[config.mk]
export PLATFORM = sky130hd
export DESIGN_NAME = fb_wr_arbiter
export DESIGN_NICKNAME = d
export VERILOG_FILES = /design/src/rtl/chess_fb_pkg.sv /design/src/rtl/rr_pick.sv /design/src/rtl/fb_wr_arbiter.sv
export SDC_FILE = /design/constraint.sdc
export NUM_CORES = 1
export LEC_CHECK = 0
export CORE_AREA = 2 2 117 119
export DETAILED_ROUTE_END_ITERATION = 16
export DIE_AREA = 0 0 119 121
export PLACE_DENSITY = 0.85
export SLEW_MARGIN = 20
export SYNTH_ARGS = -nofsm -noshare
export SYNTH_HDL_FRONTEND = slang
export SYNTH_SLANG_ARGS = --single-unit
[constraint.sdc]
create_clock -name clk -period 3.3 [get_ports clk]
set_input_delay 0.495 -clock clk [delete_from_list [all_inputs] [get_ports clk]]
set_output_delay 0.495 -clock clk [all_outputs]
set_load 0.005 [all_outputs]
[src/rtl/chess_fb_pkg.sv]
// Shared constants for the chess frame-buffer write path: requester ids,
// frame-buffer geometry and the write arbiter's state encoding.
package chess_fb_pkg;

  localparam int REQ_BOARD  = 0;
  localparam int REQ_PIECE  = 1;
  localparam int REQ_CURSOR = 2;

  localparam logic [31:0] FB_BASE   = 32'h0000_0000;
  localparam logic [31:0] FB_STRIDE = 32'd2560;  // 640 pixels x 4 bytes

  localparam logic [0:0] ST_IDLE  = 1'b0;
  localparam logic [0:0] ST_GRANT = 1'b1;

  localparam int BEAT_CNT_W = 8;

  function automatic logic [31:0] fb_pixel_addr(input logic [31:0] x,
                                                input logic [31:0] y);
    return FB_BASE + (y * FB_STRIDE) + (x << 2);
  endfunction

  // True when the beat being accepted now is the last one the grant may take.
  function automatic logic burst_done(input logic [BEAT_CNT_W-1:0] cnt,
                                      input int max_burst);
    return ({24'd0, cnt} + 32'd1) >= $unsigned(max_burst);
  endfunction

  function automatic logic [BEAT_CNT_W-1:0] sat_inc(input logic [BEAT_CNT_W-1:0] cnt);
    return (cnt == {BEAT_CNT_W{1'b1}}) ? cnt : cnt + 1'b1;
  endfunction

endpackage

[src/rtl/rr_pick.sv]
// Combinational round-robin selector: first asserted request strictly after
// last_i (wrapping), so the previous winner is lowest priority.
module rr_pick
  import chess_fb_pkg::*;
#(
  parameter int NUM_REQ = 3,
  parameter int GID_W   = $clog2(NUM_REQ)
) (
  input  logic [NUM_REQ-1:0] req_i,
  input  logic [GID_W-1:0]   last_i,
  output logic [GID_W-1:0]   win_o,
  output logic               any_o
);

  localparam int NSLOT = 1 << GID_W;

  logic [NSLOT-1:0] req_pad;
  logic [GID_W-1:0] cand;
  int               idx;

  always_comb begin
    req_pad = '0;
    req_pad[NUM_REQ-1:0] = req_i;
  end

  // Walk candidates farthest-first so the nearest one after last_i wins.
  always_comb begin
    win_o = last_i;
    idx   = 0;
    cand  = '0;
    for (int k = NUM_REQ; k >= 1; k--) begin
      idx  = (int'(last_i) + k) % NUM_REQ;
      cand = idx[GID_W-1:0];
      if (req_pad[cand]) win_o = cand;
    end
  end

  assign any_o = |req_i;

endmodule

[src/rtl/fb_wr_arbiter.sv]
// Round-robin arbiter sharing one Avalon-MM write master into the VGA frame
// buffer between pixel writers, with a per-grant burst budget.
module fb_wr_arbiter
  import chess_fb_pkg::*;
#(
  parameter int NUM_REQ   = 3,
  parameter int ADDR_W    = 32,
  parameter int DATA_W    = 32,
  parameter int MAX_BURST = 16
) (
  input  logic                         clk,
  input  logic                         reset_n,
  input  logic [NUM_REQ-1:0]           req_valid,
  input  logic [NUM_REQ-1:0]           req_last,
  input  logic [NUM_REQ*ADDR_W-1:0]    req_addr,
  input  logic [NUM_REQ*DATA_W-1:0]    req_data,
  output logic [NUM_REQ-1:0]           req_ready,
  output logic [ADDR_W-1:0]            avm_address,
  output logic [DATA_W-1:0]            avm_writedata,
  output logic [DATA_W/8-1:0]          avm_byteenable,
  output logic                         avm_write,
  input  logic                         avm_waitrequest,
  output logic [$clog2(NUM_REQ)-1:0]   grant_id,
  output logic                         busy
);

  localparam int GID_W = $clog2(NUM_REQ);
  localparam int NSLOT = 1 << GID_W;

  logic [0:0]            state_q, state_d;
  logic [GID_W-1:0]      grant_id_q, grant_id_d;
  logic [BEAT_CNT_W-1:0] beat_cnt_q, beat_cnt_d;
  logic                  wr_q, wr_d;
  logic [ADDR_W-1:0]     addr_q, addr_d;
  logic [DATA_W-1:0]     data_q, data_d;

  // Requester lanes padded to a power of two so grant_id always indexes in range.
  logic [NSLOT-1:0]  valid_slot;
  logic [NSLOT-1:0]  last_slot;
  logic [ADDR_W-1:0] addr_slot [NSLOT];
  logic [DATA_W-1:0] data_slot [NSLOT];

  for (genvar g = 0; g < NSLOT; g++) begin : g_slot
    if (g < NUM_REQ) begin : g_used
      assign valid_slot[g] = req_valid[g];
      assign last_slot[g]  = req_last[g];
      assign addr_slot[g]  = req_addr[g*ADDR_W +: ADDR_W];
      assign data_slot[g]  = req_data[g*DATA_W +: DATA_W];
    end else begin : g_pad
      assign valid_slot[g] = 1'b0;
      assign last_slot[g]  = 1'b0;
      assign addr_slot[g]  = '0;
      assign data_slot[g]  = '0;
    end
  end

  logic             pick_any;
  logic [GID_W-1:0] pick_id;

  rr_pick #(
    .NUM_REQ (NUM_REQ),
    .GID_W   (GID_W)
  ) u_rr_pick (
    .req_i  (req_valid),
    .last_i (grant_id_q),
    .win_o  (pick_id),
    .any_o  (pick_any)
  );

  logic in_grant;
  logic out_free;
  logic accept;
  logic release_grant;

  // The output register can take a beat when empty or when its beat leaves now.
  assign out_free      = !wr_q || !avm_waitrequest;
  assign in_grant      = (state_q == ST_GRANT);
  assign accept        = in_grant && out_free && valid_slot[grant_id_q];
  assign release_grant = accept &&
                         (last_slot[grant_id_q] || burst_done(beat_cnt_q, MAX_BURST));

  always_comb begin
    req_ready = '0;
    for (int i = 0; i < NUM_REQ; i++) begin
      req_ready[i] = in_grant && out_free && (grant_id_q == GID_W'(i));
    end
  end

  always_comb begin
    state_d    = state_q;
    grant_id_d = grant_id_q;
    beat_cnt_d = beat_cnt_q;
    case (state_q)
      ST_IDLE: begin
        if (pick_any) begin
          grant_id_d = pick_id;
          beat_cnt_d = '0;
          state_d    = ST_GRANT;
        end
      end
      default: begin
        if (accept) begin
          beat_cnt_d = sat_inc(beat_cnt_q);
          if (release_grant) state_d = ST_IDLE;
        end
      end
    endcase
  end

  // Avalon output stage: load on accept, drop write once drained, else hold.
  always_comb begin
    wr_d   = wr_q;
    addr_d = addr_q;
    data_d = data_q;
    if (accept) begin
      wr_d   = 1'b1;
      addr_d = addr_slot[grant_id_q];
      data_d = data_slot[grant_id_q];
    end else if (out_free) begin
      wr_d   = 1'b0;
    end
  end

  always_ff @(posedge clk or negedge reset_n) begin
    if (!reset_n) begin
      state_q    <= ST_IDLE;
      grant_id_q <= GID_W'(NUM_REQ - 1);
      beat_cnt_q <= '0;
      wr_q       <= 1'b0;
      addr_q     <= '0;
      data_q     <= '0;
    end else begin
      state_q    <= state_d;
      grant_id_q <= grant_id_d;
      beat_cnt_q <= beat_cnt_d;
      wr_q       <= wr_d;
      addr_q     <= addr_d;
      data_q     <= data_d;
    end
  end

  assign avm_write      = wr_q;
  assign avm_address    = addr_q;
  assign avm_writedata  = data_q;
  assign avm_byteenable = '1;
  assign grant_id       = grant_id_q;
  assign busy           = in_grant || wr_q;

endmodule
# == Word-level counts from Yosys, hierarchy flattened ==
# Cells that the tools add are included.
# op_classes
bitwise_logic,2
eq_ne,5
n_lt_le_gt_ge,6
div,3
add_sub_neg,5
n_shift,0
multipliers,0
muxes,29
reduce_logical,18
# ops
operator,n
binary-select mux 32 bit (select 2 bit),2
2-to-1 mux 32 bit,4
"modulo 32 x 3 -> 32 bit, second input constant",3
2-to-1 mux 8 bit,4
"less-than comparator 2 x 3 -> 1 bit, second input constant",4
2-to-1 mux 1 bit,11
binary-select mux 1 bit (select 2 bit),5
"adder 8 x 1 -> 9 bit, second input constant",1
">= comparator 9 x 5 -> 1 bit, second input constant",1
"adder 8 x 1 -> 8 bit, second input constant",1
"equality test 8 bit, second input constant",1
"adder 2 x 2 -> 3 bit, second input constant",2
logical AND 1 bit,6
2-to-1 mux 2 bit,3
AND reduction 3 bit,2
nonzero test 2 bit,2
"adder 2 x 1 -> 3 bit, second input constant",1
">= comparator 3 bit, second input constant",1
logical OR 1 bit,3
NOT 2 -> 3 bit,1
nonzero test 3 bit,1
OR reduction 3 bit,1
"equality test 2 x 1 -> 1 bit, second input constant",1
"equality test 2 bit, second input constant",1
5 further kinds,6
# word_totals
memories,0
latchBits,0
reg_bits,76
word_cells,74
ram_bits,0
out_inout_bits,75
romBits,0
inputBits,201

# == Logic depth before layout (Yosys ltp) ==
# depth
depth_word,8
ltp_mapped,11
mapped_depth_nobuf,7

# == Modules after synthesis ==
# Synthesis repeated with hierarchy kept, for this count alone.
# hier_totals
cells_unflattened,460
area_unflattened_um2,4630.7
# modules_own_cells
mod,instances,cells_per_inst,area_each_um2,seq_area_each_um2
fb_wr_arbiter,1,432,4454.3,1903.1
rr_pick,1,28,176.4,0.0

# == Least setup slack after synthesis ==
# Ideal clock, no wire load.
# synth_path
path_type,register to register
startpoint,register grant_id_q[1] (netlist: grant_id[1])
endpoint,register grant_id_q[1] (netlist: grant_id[1])
setup_ns,0.082
path_stages_with_launch,10
path_slack_ns,0.845
n_path_buf,3
synth_period_minus_slack_ns,2.455
required_ns,3.218
arrival_ns,2.373
cell_sequence,dfstp_2 buf_4 buf_4 buf_4 inv_1 ha_1 inv_1 maj3_1 a21oi_2 mux2_2
# synth_via
elab_chain_cells,6
elab_cells_between_ends,17
classes_between,add/sub: 3; div: 3; mux: 9; reduce/logical: 2
# synth_lines
element,line,rtl
"start, declared",fb_wr_arbiter.sv:31,"logic [GID_W-1:0] grant_id_q, grant_id_d;"
"start signal, assigned",fb_wr_arbiter.sv:127,grant_id_q <= GID_W'(NUM_REQ - 1);
"start signal, assigned",fb_wr_arbiter.sv:134,grant_id_q <= grant_id_d;
adder 2 x 1 -> 3 bit / adder 2 x 2 -> 3 bit (equally long branches),rr_pick.sv:32,idx = (int'(last_i) + k) % NUM_REQ;
modulo 32 x 3 -> 32 bit,rr_pick.sv:32,
binary-select mux 1 bit (select 2 bit),rr_pick.sv:34,if (req_pad[cand]) win_o = cand;
2-to-1 mux 1 bit (implied by the code),rr_pick.sv:34,
nonzero test 3 bit (no line) / 2-to-1 mux 2 bit (equally long branches),-,
AND reduction 3 bit (no line) / 2-to-1 mux 2 bit (equally long branches),-,
# Several ways; a longest one is shown, not always the timed one. The select of a mux whose other input is x is not followed.
# A chain may end at the register's enable or synchronous reset.

# == Worst setup path in the final report ==
# layout_path
startpoint,register grant_id_q[1] (netlist: grant_id[1])
endpoint,output grant_id[1]
# layout_rtl
element,line,rtl
"end, declared",fb_wr_arbiter.sv:23,"output logic [$clog2(NUM_REQ)-1:0] grant_id,"
# No word-level cell between the ends.

==> flow_summary_export.csv <==
group,metric,value,unit
outcome,status,"complete, no violations",
critical_path,worstSetupEndpointType,"output port",
routing,ant_nets,0,
clocking,cts_tree,"done",
sta,worst_slew_pin_slew,0.956,ns
clocking,clk_latency,0.33,ns
critical_path,cp_top_family,"buffers and inverters",
routing,totalWireLength,14000,um
critical_path,crit_start,"grant_id[1]",
critical_path,start_kind,"flip-flop",
routing,wl_per_cell,14.6,um
job,drv_cap,0,
floorplanning,die_height,121,um
pwr,p_per_area,791,nW/um^2
global_routing,gr-usage-all-layers,0.195,
layout,final_area,7600,um^2
synth,ys_ff_latch,76,
sta,slew_viol_final,0,
routing,dr.pass1.iters,4,
clocking,cts_buffers,9,
global_routing,grt_pass1_vias,4594,
global_routing,grt_max_degree,77,
placed_design,gp_congestion,0.887,
hold_path,min_path_type,"input pin to async pin",
floorplanning,pin_count,276,
synth,synth-edff-count,0,
placed_design,dp_hpwl,11000,um
routing,dr.first_iter.drc_count,198,
critical_path,path_depth,2,
sta,period_minus_slack,2.54,ns
clocking,htree_levels,3,
critical_path,crit_buf_inv,2,
clocking,cts_hold_buf,0,
critical_path,worstPathArrival,2.05,ns
global_routing,antenna_found_initial,0,
layout,antennaDiodeCount,0,
critical_path,timing.rr.start,"grant_id[1]",
clocking,postCtsResizedCells,0,
layout,area_growth,67.7,%
synth,yosysWarningCount,0,
critical_path,critPathKind,"flip-flop to output port",
sta,post-route-period-util,0.771,
pwr,ir_drop,0.401,mV
synth,synth_area,4530,um^2
floorplanning,core_area,13100,um^2
clocking,clock_path_buffers,2,
layout,nNetsFinal,988,
synth,synthArstFlopShare,1.00,
sta,setup-violations-final,0,
floorplanning,rows,42,
placed_design,io_buffer_count,271,
synth,yosys-top-cells-area,"dfrtp_1 41%, mux2i_1 15%, a21oi_1 7.6%, o21ai_0 7.1%, nand2_1 6.3%",
synth,synthCells,532,
sta,worst_hold_slack,0.320,ns
sta,fin_setup_tns,0,ns
synth,synth_top_area_share,0.414,
placed_design,postPlaceCellArea,7320,um^2
critical_path,cp_slowest_cell,"dfstp_4",
clocking,clk_pin_slew,0.06,ns
synth,yosysSeqAreaShare,0.420,
floorplanning,chipWidth,119,um
routing,drc,0,
critical_path,cp_max_fo,32,
sta,slew_headroom,0.363,
critical_path,r2r_end,"grant_id[1]",
synth,synth_cell_types,47,
synth,synth_top_cell_by_area,"dfrtp_1",
global_routing,grt.overflow.total,0,
critical_path,cp_slowest_stage_delay,0.66,ns
critical_path,crit_end,"grant_id[1]",
sta,fin_worst_skew,0.00720,ns
clocking,clockRootBuffer,"clkbuf_16",
critical_path,reg2reg_depth,6,
global_routing,grt_pass1_wl,22700,um
critical_path,r2r_slack,1.12,ns
sta,hold_violations,0,
critical_path,critical_path.cell_chain,"buf_4, clkdlybuf4s50_1",
clocking,post_cts_buffers,0,
sta,clock.fmax,0.393,GHz
layout,layout-drive-gt1-share,0.0471,
routing,viasPerCell,4.88,
clocking,cts.sinks,76,
floorplanning,dieArea,14400,um^2
pwr,p_leak,3.11,nW
floorplanning,initial_core_util,0.346,
routing,via_count,4689,
synth,syn-mean-instance-area,8.52,um^2
synth,synth_flop_cell,"dfrtp_1",
critical_path,worstPathRequired,2.80,ns
sta,rsz0062_at_grt,"no",
==> cell usage in the layout, fill, tap and decap left out, drive strengths merged, types with 3 or more instances in the layout <==
cell type	instances
a21oi	71
a31oi	4
and3	3
buf	8
clkbuf	11
clkdlybuf4s50	270
conb	4
dfrtp	75
ha	6
inv	7
mux2i	67
nand2	77
nand3	6
nor2	68
nor3b	3
o21ai	69
==> logic make-up after synthesis <==
family                   synth area share
multiplexers                        0.153
adder cells (fa/ha/maj)            0.0210
buffers and inverters              0.0602
XOR/XNOR                          0.00193
AND/OR/NAND/NOR                     0.155
flip-flops                          0.420
other                            0.000828
AO/OA/AOI/OAI                       0.188
==> flip-flops by register name (all words and copies together), names as in the netlist <==
signal and count:
in_grant 1, avm_writedata 32, grant_id 2, avm_write 1, beat_cnt_q 8, avm_address 32
==> routing by layer <==
| metal | GRT usage | wire (um) | up-vias |
|---|---|---|---|
| met1 | 0.225 | 5540 | 2120 |
| met5 | 0 | 0 | - |
| met4 | 0.0513 | 235 | 0 |
| li1 | - | - | 2336 |
| met3 | 0.0587 | 1150 | 25 |
| met2 | 0.350 | 7100 | 208 |
==> stage by stage <==
step           worst slack [ns]   util  power, mW  cells
2_1_floorplan             0.845      -       3.63    535
3_3_place_gp               1.02  0.559       5.04    946
3_5_place_dp              0.930  0.559       5.13    946
4_1_cts                   0.736  0.581       6.07    961
5_1_grt                   0.681  0.581       6.52    961
6_report                  0.757  0.581       6.01    961
==> how the worst min path moves through the flow <==
stage                      start  slack [ns]  depth (start not counted)                 to
6_report                 reset_n        0.32                          1     avm_address[6]
3_5_place_dp     avm_address[18]        0.47                          2    avm_address[18]
4_1_cts                  reset_n        0.36                          1     avm_address[6]
2_1_floorplan            reset_n        0.20                          0     avm_address[0]
5_1_grt                  reset_n        0.41                          1     avm_address[6]
3_3_place_gp   avm_writedata[17]        0.46                          2  avm_writedata[17]
==> power by group <==
group          total [mW]  switching, mW  internal, mW
logic                3.45           1.72          1.74
registers            1.64          0.270          1.37
clock network       0.910          0.368         0.543
total                6.01           2.36          3.65
==> Yosys cell counts, types with 2 or more instances <==
master	n
nor3b_1	3
a21oi_2	2
buf_4	18
nand2_1	76
mux2i_1	67
nand3_1	6
mux2_2	2
maj3_1	2
a31oi_1	4
nor3_1	2
ha_1	6
nor2_1	67
or2_2	2
inv_1	7
a21oi_1	69
clkbuf_1	15
or3_1	2
nor4_1	2
o22ai_1	2
and3_1	3
dfrtp_1	75
o21ai_0	64
nand4_1	2
buf_2	8
o21ai_1	4
==> worst register-to-register path: stages (launching register included) <==
cell	delay, ns
dfstp_4	0.66
inv_1	0.09
ha_1	0.35
inv_1	0.11
maj3_1	0.36
a21oi_2	0.19
mux2_2	0.35
==> cell type report <==
type | instances | area, um^2
clock inverters | 4 | 25.0
clock buffers | 11 | 253
multi-input cells | 409 | 2380
well taps | 176 | 220
fillers | 1139 | 5490
inverters | 7 | 26.3
flip-flops and latches | 76 | 1910
repair buffers | 278 | 2790
Power figures use the tool's default switching activity.
==> patch 1 (same settings) <==
`addr_q` no longer has a reset.
--- a/src/rtl/fb_wr_arbiter.sv
+++ b/src/rtl/fb_wr_arbiter.sv
@@ -127,16 +127,18 @@
       grant_id_q <= GID_W'(NUM_REQ - 1);
       beat_cnt_q <= '0;
       wr_q       <= 1'b0;
-      addr_q     <= '0;
       data_q     <= '0;
     end else begin
       state_q    <= state_d;
       grant_id_q <= grant_id_d;
       beat_cnt_q <= beat_cnt_d;
       wr_q       <= wr_d;
-      addr_q     <= addr_d;
       data_q     <= data_d;
     end
+  end
+
+  always_ff @(posedge clk) begin
+    addr_q <= addr_d;
   end
 
   assign avm_write      = wr_q;
Check against the original RTL: differs if reset_n is asserted again (counterexample within 4 cycles, from zero or initial values and one cycle with reset_n low); with reset_n held inactive, the same outputs for 4 cycles.
==> patch 1 against the unedited design <==
Hold slack got worse by 0.15 ns; first-iteration DRC count rose by 17%; global-route usage fell by 0.50 points; area after synthesis fell by 1.9%; clock skew fell by 0.0040 ns; cell area fell by 0.66%; sequential cell count did not move; highest routed layer unchanged; combinational power fell by 12%; sequential power rose by 12%; wire length fell by 2.9%; clock power rose by 0.8%; setup slack got worse by 0.23 ns; non-clock buffer count rose by 1; power fell by 3.7%.
==> patch 1: results (changes against the unedited design) <==
status -> completed (unchanged)
post-synthesis compound-gate area fraction -> 16.35% (was 18.78%)
R2R Path End -> avm_address[23] (was grant_id[1])
Final nets -> 929 (was 988)
clock buffer count from CTS -> 9 (unchanged)
clock-pin slew on the worst setup and hold paths -> 0.06 ns (about the same)
unique cell type count in the Yosys netlist -> 49 (was 47)
XOR/XNOR share of the synthesized area -> 0.3940% (was 0.1933%)
# diodes -> 0 (unchanged)
Seq/Total Area, Yosys -> 46.41% (was 42.00%)
placed inst area -> 7266 um2 (was 7321 um2)
flops & latches, synth -> 76 (unchanged)
worst-skew pair later-pin latency -> 0.33 ns (about the same)
Synth top cells by count -> 76 x nand2_1, 66 x mux2i_1, 43 x dfrtp_1, 41 x o21ai_0, 40 x a21oi_1 (was 76 x nand2_1, 75 x dfrtp_1, 69 x a21oi_1, 67 x mux2i_1, 67 x nor2_1)
syn avg cell area -> 9.560 um2 (was 8.516 um2)
postcts setup bufs -> 0 (unchanged)
Hold WC Path Type -> in2async (unchanged)
EDFF count, synth -> 32 (was 0)
asr flop ratio synth -> 57.89% (was 100.0%)
DR vias -> 4305 (was 4689)
Filler cells -> 1143 (was 1139)
Clock Skews -> 0.003225 ns (was 0.007199 ns)
DR pass1 iterations -> 4 (unchanged)
crit path DAT -> 2.28 ns (was 2.05 ns)
drt via density -> 4.767 (was 4.879)
Peak VDD IR -> 0.3099 mV (was 0.4009 mV)
R2R depth -> 5 (was 6)
P_leak -> 2.926 nW (was 3.114 nW)
Internal Pwr Total -> 3.704 mW (was 3.653 mW)
Reg2Reg Setup Slack -> 0.89 ns (was 1.12 ns)
Initial DRC Count -> 232 (was 198)
first-pass GRT wire length -> 21310 um (was 22660 um)
Post-CTS Resized -> 0 (unchanged)
Synth area leaders -> dfrtp_1 24%, edfxtp_1 22%, mux2i_1 15% (was dfrtp_1 41%, mux2i_1 15%, a21oi_1 7.6%)
Detailed Place HPWL -> 10580 um (was 10970 um)
port bufs -> 271 (unchanged)
Max FO, Critical Path -> 30 (was 32)
CP startpoint -> grant_id[1] (unchanged)
Placed Cells -> 887 (was 946)
mux share of post-synthesis cell area -> 15.11% (was 15.30%)
Total Routing Usage GR -> 18.98% (was 19.47%)
Worst Tran Pin Value -> 0.7764 ns (was 0.9560 ns)
share of post-route cells with drive strength above 1 -> 5.915% (was 4.713%)
final hold slack -> 0.1658 ns (was 0.3203 ns)
Adder-Cell Fraction of Synth Area -> 2.167% (was 2.099%)
largest net degree at the start of global routing -> 67 (was 77)
root buf cell -> clkbuf_16 (unchanged)
wire per inst -> 15.08 um (was 14.59 um)
final RePlAce weighted congestion -> 0.7769 (was 0.8865)
worst slack, placed -> 0.5116 ns (was 0.9299 ns)
patch 1: area by class of cell:
cell class | count | area, um2 | share of cell area [%]
clock buffers | 12 | 257.7 | 3.415
inverters | 6 | 22.52 | 0.2984
repair buffers | 279 | 2783 | 36.86
multi-input cells | 350 | 2175 | 28.81
clock inverters | 4 | 22.52 | 0.2984
flip-flops and latches | 76 | 2068 | 27.40
well taps | 176 | 220.2 | 2.917
patch 1: power groups by stage:
stage	Combinational, mW	Clock, mW	Sequential (mW)
global route	3.37	0.980	1.89
floorplan	1.64	0	1.81
global placement	3.04	0	1.83
detailed placement	3.09	0	1.85
finish	3.04	0.917	1.83
CTS	3.10	0.944	1.84
patch 1: kinds of logic after synthesis:
group / count (synthesis)
buffers and inverters: 42
multiplexers: 67
XOR/XNOR: 2
AND/OR/NAND/NOR: 144
adder cells (fa/ha/maj): 8
other: 1
AO/OA/AOI/OAI: 125
flip-flops: 76
patch 1: layer usage:
metal  vias up  global-route usage (%)  routed length, um
met2       217                   35.52               7037
met1      1922                   20.64               5162
met5         -                       0                  0
met3        15                   5.404               1229
li1       2151                       -                  -
met4         0                   5.878                190
patch 1: critical path: stages, from the launching register on:
cell	delay, ns
dfstp_4	0.81
buf_4	0.50
clkdlybuf4s50_1	0.61
patch 1: worst max-delay path by stage:
stage | slack, ns | cells after the start | to
finish | 0.53 | 2 | grant_id[1]
global route | 0.45 | 2 | grant_id[1]
CTS | 0.50 | 2 | grant_id[1]
detailed placement | 0.51 | 6 | avm_address[24]
global placement | 0.57 | 6 | avm_address[24]
floorplan | 0.82 | 9 | grant_id[1]
==> patch 2 (config.mk and constraints unchanged) <==
Made on the original files. Set the parameter `DATA_W` to 36 (it was 32).
--- a/src/rtl/fb_wr_arbiter.sv
+++ b/src/rtl/fb_wr_arbiter.sv
@@ -5,7 +5,7 @@
 #(
   parameter int NUM_REQ   = 3,
   parameter int ADDR_W    = 32,
-  parameter int DATA_W    = 32,
+  parameter int DATA_W    = 36,
   parameter int MAX_BURST = 16
 ) (
   input  logic                         clk,
Interface: changed (resized avm_writedata and req_data); port bits go from 276 to 292. No check against the original RTL was run, so the function may have changed too.
==> patch 2 against the unedited design <==
Setup slack better by 0.13 ns; cell area up 8.5%; via count down 0.36%; wire length up 11%; critical path depth up 2; utilization up 4.9 points; area after synthesis up 8.2%; register-to-register slack worse by 0.22 ns; power up 8.9%; sequential cell count up 4; die area unchanged; critical path type unchanged; critical endpoint is now req_ready[1]; largest cell class unchanged.
==> patch 2: results (changes against the unedited design) <==
clock-pin slew on the worst setup and hold paths -> 0.06 ns (about the same)
synthesized instance count -> 487 (was 532)
worst slack, placed -> 0.6002 ns (was 0.9299 ns)
first-pass GRT wire length -> 24290 um (was 22660 um)
Adder-Cell Fraction of Synth Area -> 1.965% (was 2.099%)
Rel. slew slack -> 37.77% (was 36.26%)
Met1 Wirelength -> 6018 um (was 5538 um)
share of post-route cells with drive strength above 1 -> 13.80% (was 4.713%)
Filler cells -> 1032 (was 1139)
vias in the first global route -> 4857 (was 4594)
unique cell type count in the Yosys netlist -> 50 (was 47)
Final nets -> 975 (was 988)
wire per inst -> 16.66 um (was 14.59 um)
crit-path max cell delay -> 0.50 ns (was 0.66 ns)
Clock Skews -> 0.007903 ns (was 0.007199 ns)
# diodes -> 0 (unchanged)
max FFs per register -> 36
Seq/Total Area, Yosys -> 40.85% (was 42.00%)
CP max-delay cell -> clkdlybuf4s50_1 (was dfstp_4)
Yosys warnings -> 0 (unchanged)
Peak VDD IR -> 0.3421 mV (was 0.4009 mV)
Highest Signal Layer -> met4 (unchanged)
largest net degree at the start of global routing -> 81 (was 77)
Max FO, Critical Path -> 43 (was 32)
metal3 WL -> 1164 um (was 1148 um)
crit path DAT -> 1.92 ns (was 2.05 ns)
Post-CTS Resized -> 0 (unchanged)
Placed Cells -> 921 (was 946)
XOR/XNOR share of the synthesized area -> 0.1786% (was 0.1933%)
root buf cell -> clkbuf_16 (unchanged)
P_sw -> 2.219 mW (was 2.356 mW)
Initial DRC Count -> 232 (was 198)
P_leak -> 3.277 nW (was 3.114 nW)
asr flop ratio synth -> 100.0% (unchanged)
number of H-tree levels -> 3 (unchanged)
Hold WC Path Type -> in2async (unchanged)
Synth area leaders -> dfrtp_1 40%, mux2_2 16%, mux2i_1 15% (was dfrtp_1 41%, mux2i_1 15%, a21oi_1 7.6%)
metal2 WL -> 8048 um (was 7096 um)
final RePlAce weighted congestion -> 0.9034 (was 0.8865)
mux share of post-synthesis cell area -> 30.85% (was 15.30%)
Synth top cells by count -> 79 x dfrtp_1, 79 x nand2_1, 72 x mux2i_1, 71 x o21ai_0, 69 x mux2_2 (was 76 x nand2_1, 75 x dfrtp_1, 69 x a21oi_1, 67 x mux2i_1, 67 x nor2_1)
DR pass1 iterations -> 5 (was 4)
Total Routing Usage GR -> 21.14% (was 19.47%)
Detailed Place HPWL -> 12050 um (was 10970 um)
DR vias -> 4672 (was 4689)
port bufs -> 287 (was 271)
ys flop type -> dfrtp_1 (unchanged)
worst-skew pair later-pin latency -> 0.33 ns (about the same)
post-synthesis compound-gate area fraction -> 12.07% (was 18.78%)
final non-filler cell total -> 937 (was 961)
clk buf depth -> 2 (unchanged)
status -> completed (unchanged)
patch 2: stage by stage:
step / hold WS [ns] / utilization, % / area [um2]
after global routing: 0.2689 / 63.00 / 8244
after floorplan: 0.1994 / - / 4915
after CTS: 0.3840 / 62.98 / 8240
after global placement: 0.4863 / 60.40 / 7904
final: 0.1839 / 63.00 / 8244
after detailed placement: 0.4915 / 60.40 / 7904
patch 2: worst paths after layout:
path                                  from               to  slack [ns]  cells after the start
hold reg to reg            avm_address[24]  avm_address[24]        0.50                      1
setup / recovery               grant_id[0]     req_ready[1]        0.89                      4
hold / removal                     reset_n  avm_address[12]        0.18                      1
max in group asynchronous          reset_n      grant_id[0]        2.59                      1
min in group clk           avm_address[24]  avm_address[24]        0.50                      1
setup reg to reg               grant_id[1]  avm_address[16]        0.90                      4
patch 2: power by group through the flow:
stage	Sequential, mW	Combinational (mW)	Clock (mW)
3_5_place_dp	1.80	3.68	0
5_1_grt	1.85	3.96	1.20
2_1_floorplan	1.77	1.96	0
3_3_place_gp	1.77	3.56	0
4_1_cts	1.79	3.69	1.14
6_report	1.79	3.64	1.12
patch 2: per-layer routing:
| metal | global-route usage, % | vias to the layer above |
|---|---|---|
| li1 | - | 2266 |
| met1 | 23.15 | 2195 |
| met2 | 39.30 | 185 |
| met3 | 5.498 | 26 |
| met4 | 7.515 | 0 |
| met5 | 0 | - |
patch 2: critical path, delay by kind of cell (launching register included):
family | cells | cell delay, ns
AND/OR/NAND/NOR | 1 | 0.15
flip-flops | 1 | 0.37
buffers and inverters | 2 | 0.87
adder cells (fa/ha/maj) | 1 | 0.21
patch 2: area by class of cell:
cell class	count	area share, %
clock buffer	10	2.777
tap	176	2.671
inverter	8	0.3642
multi-input combinational	363	32.87
sequential	80	24.36
timing repair buffer	294	35.65
clock inverter	6	1.305
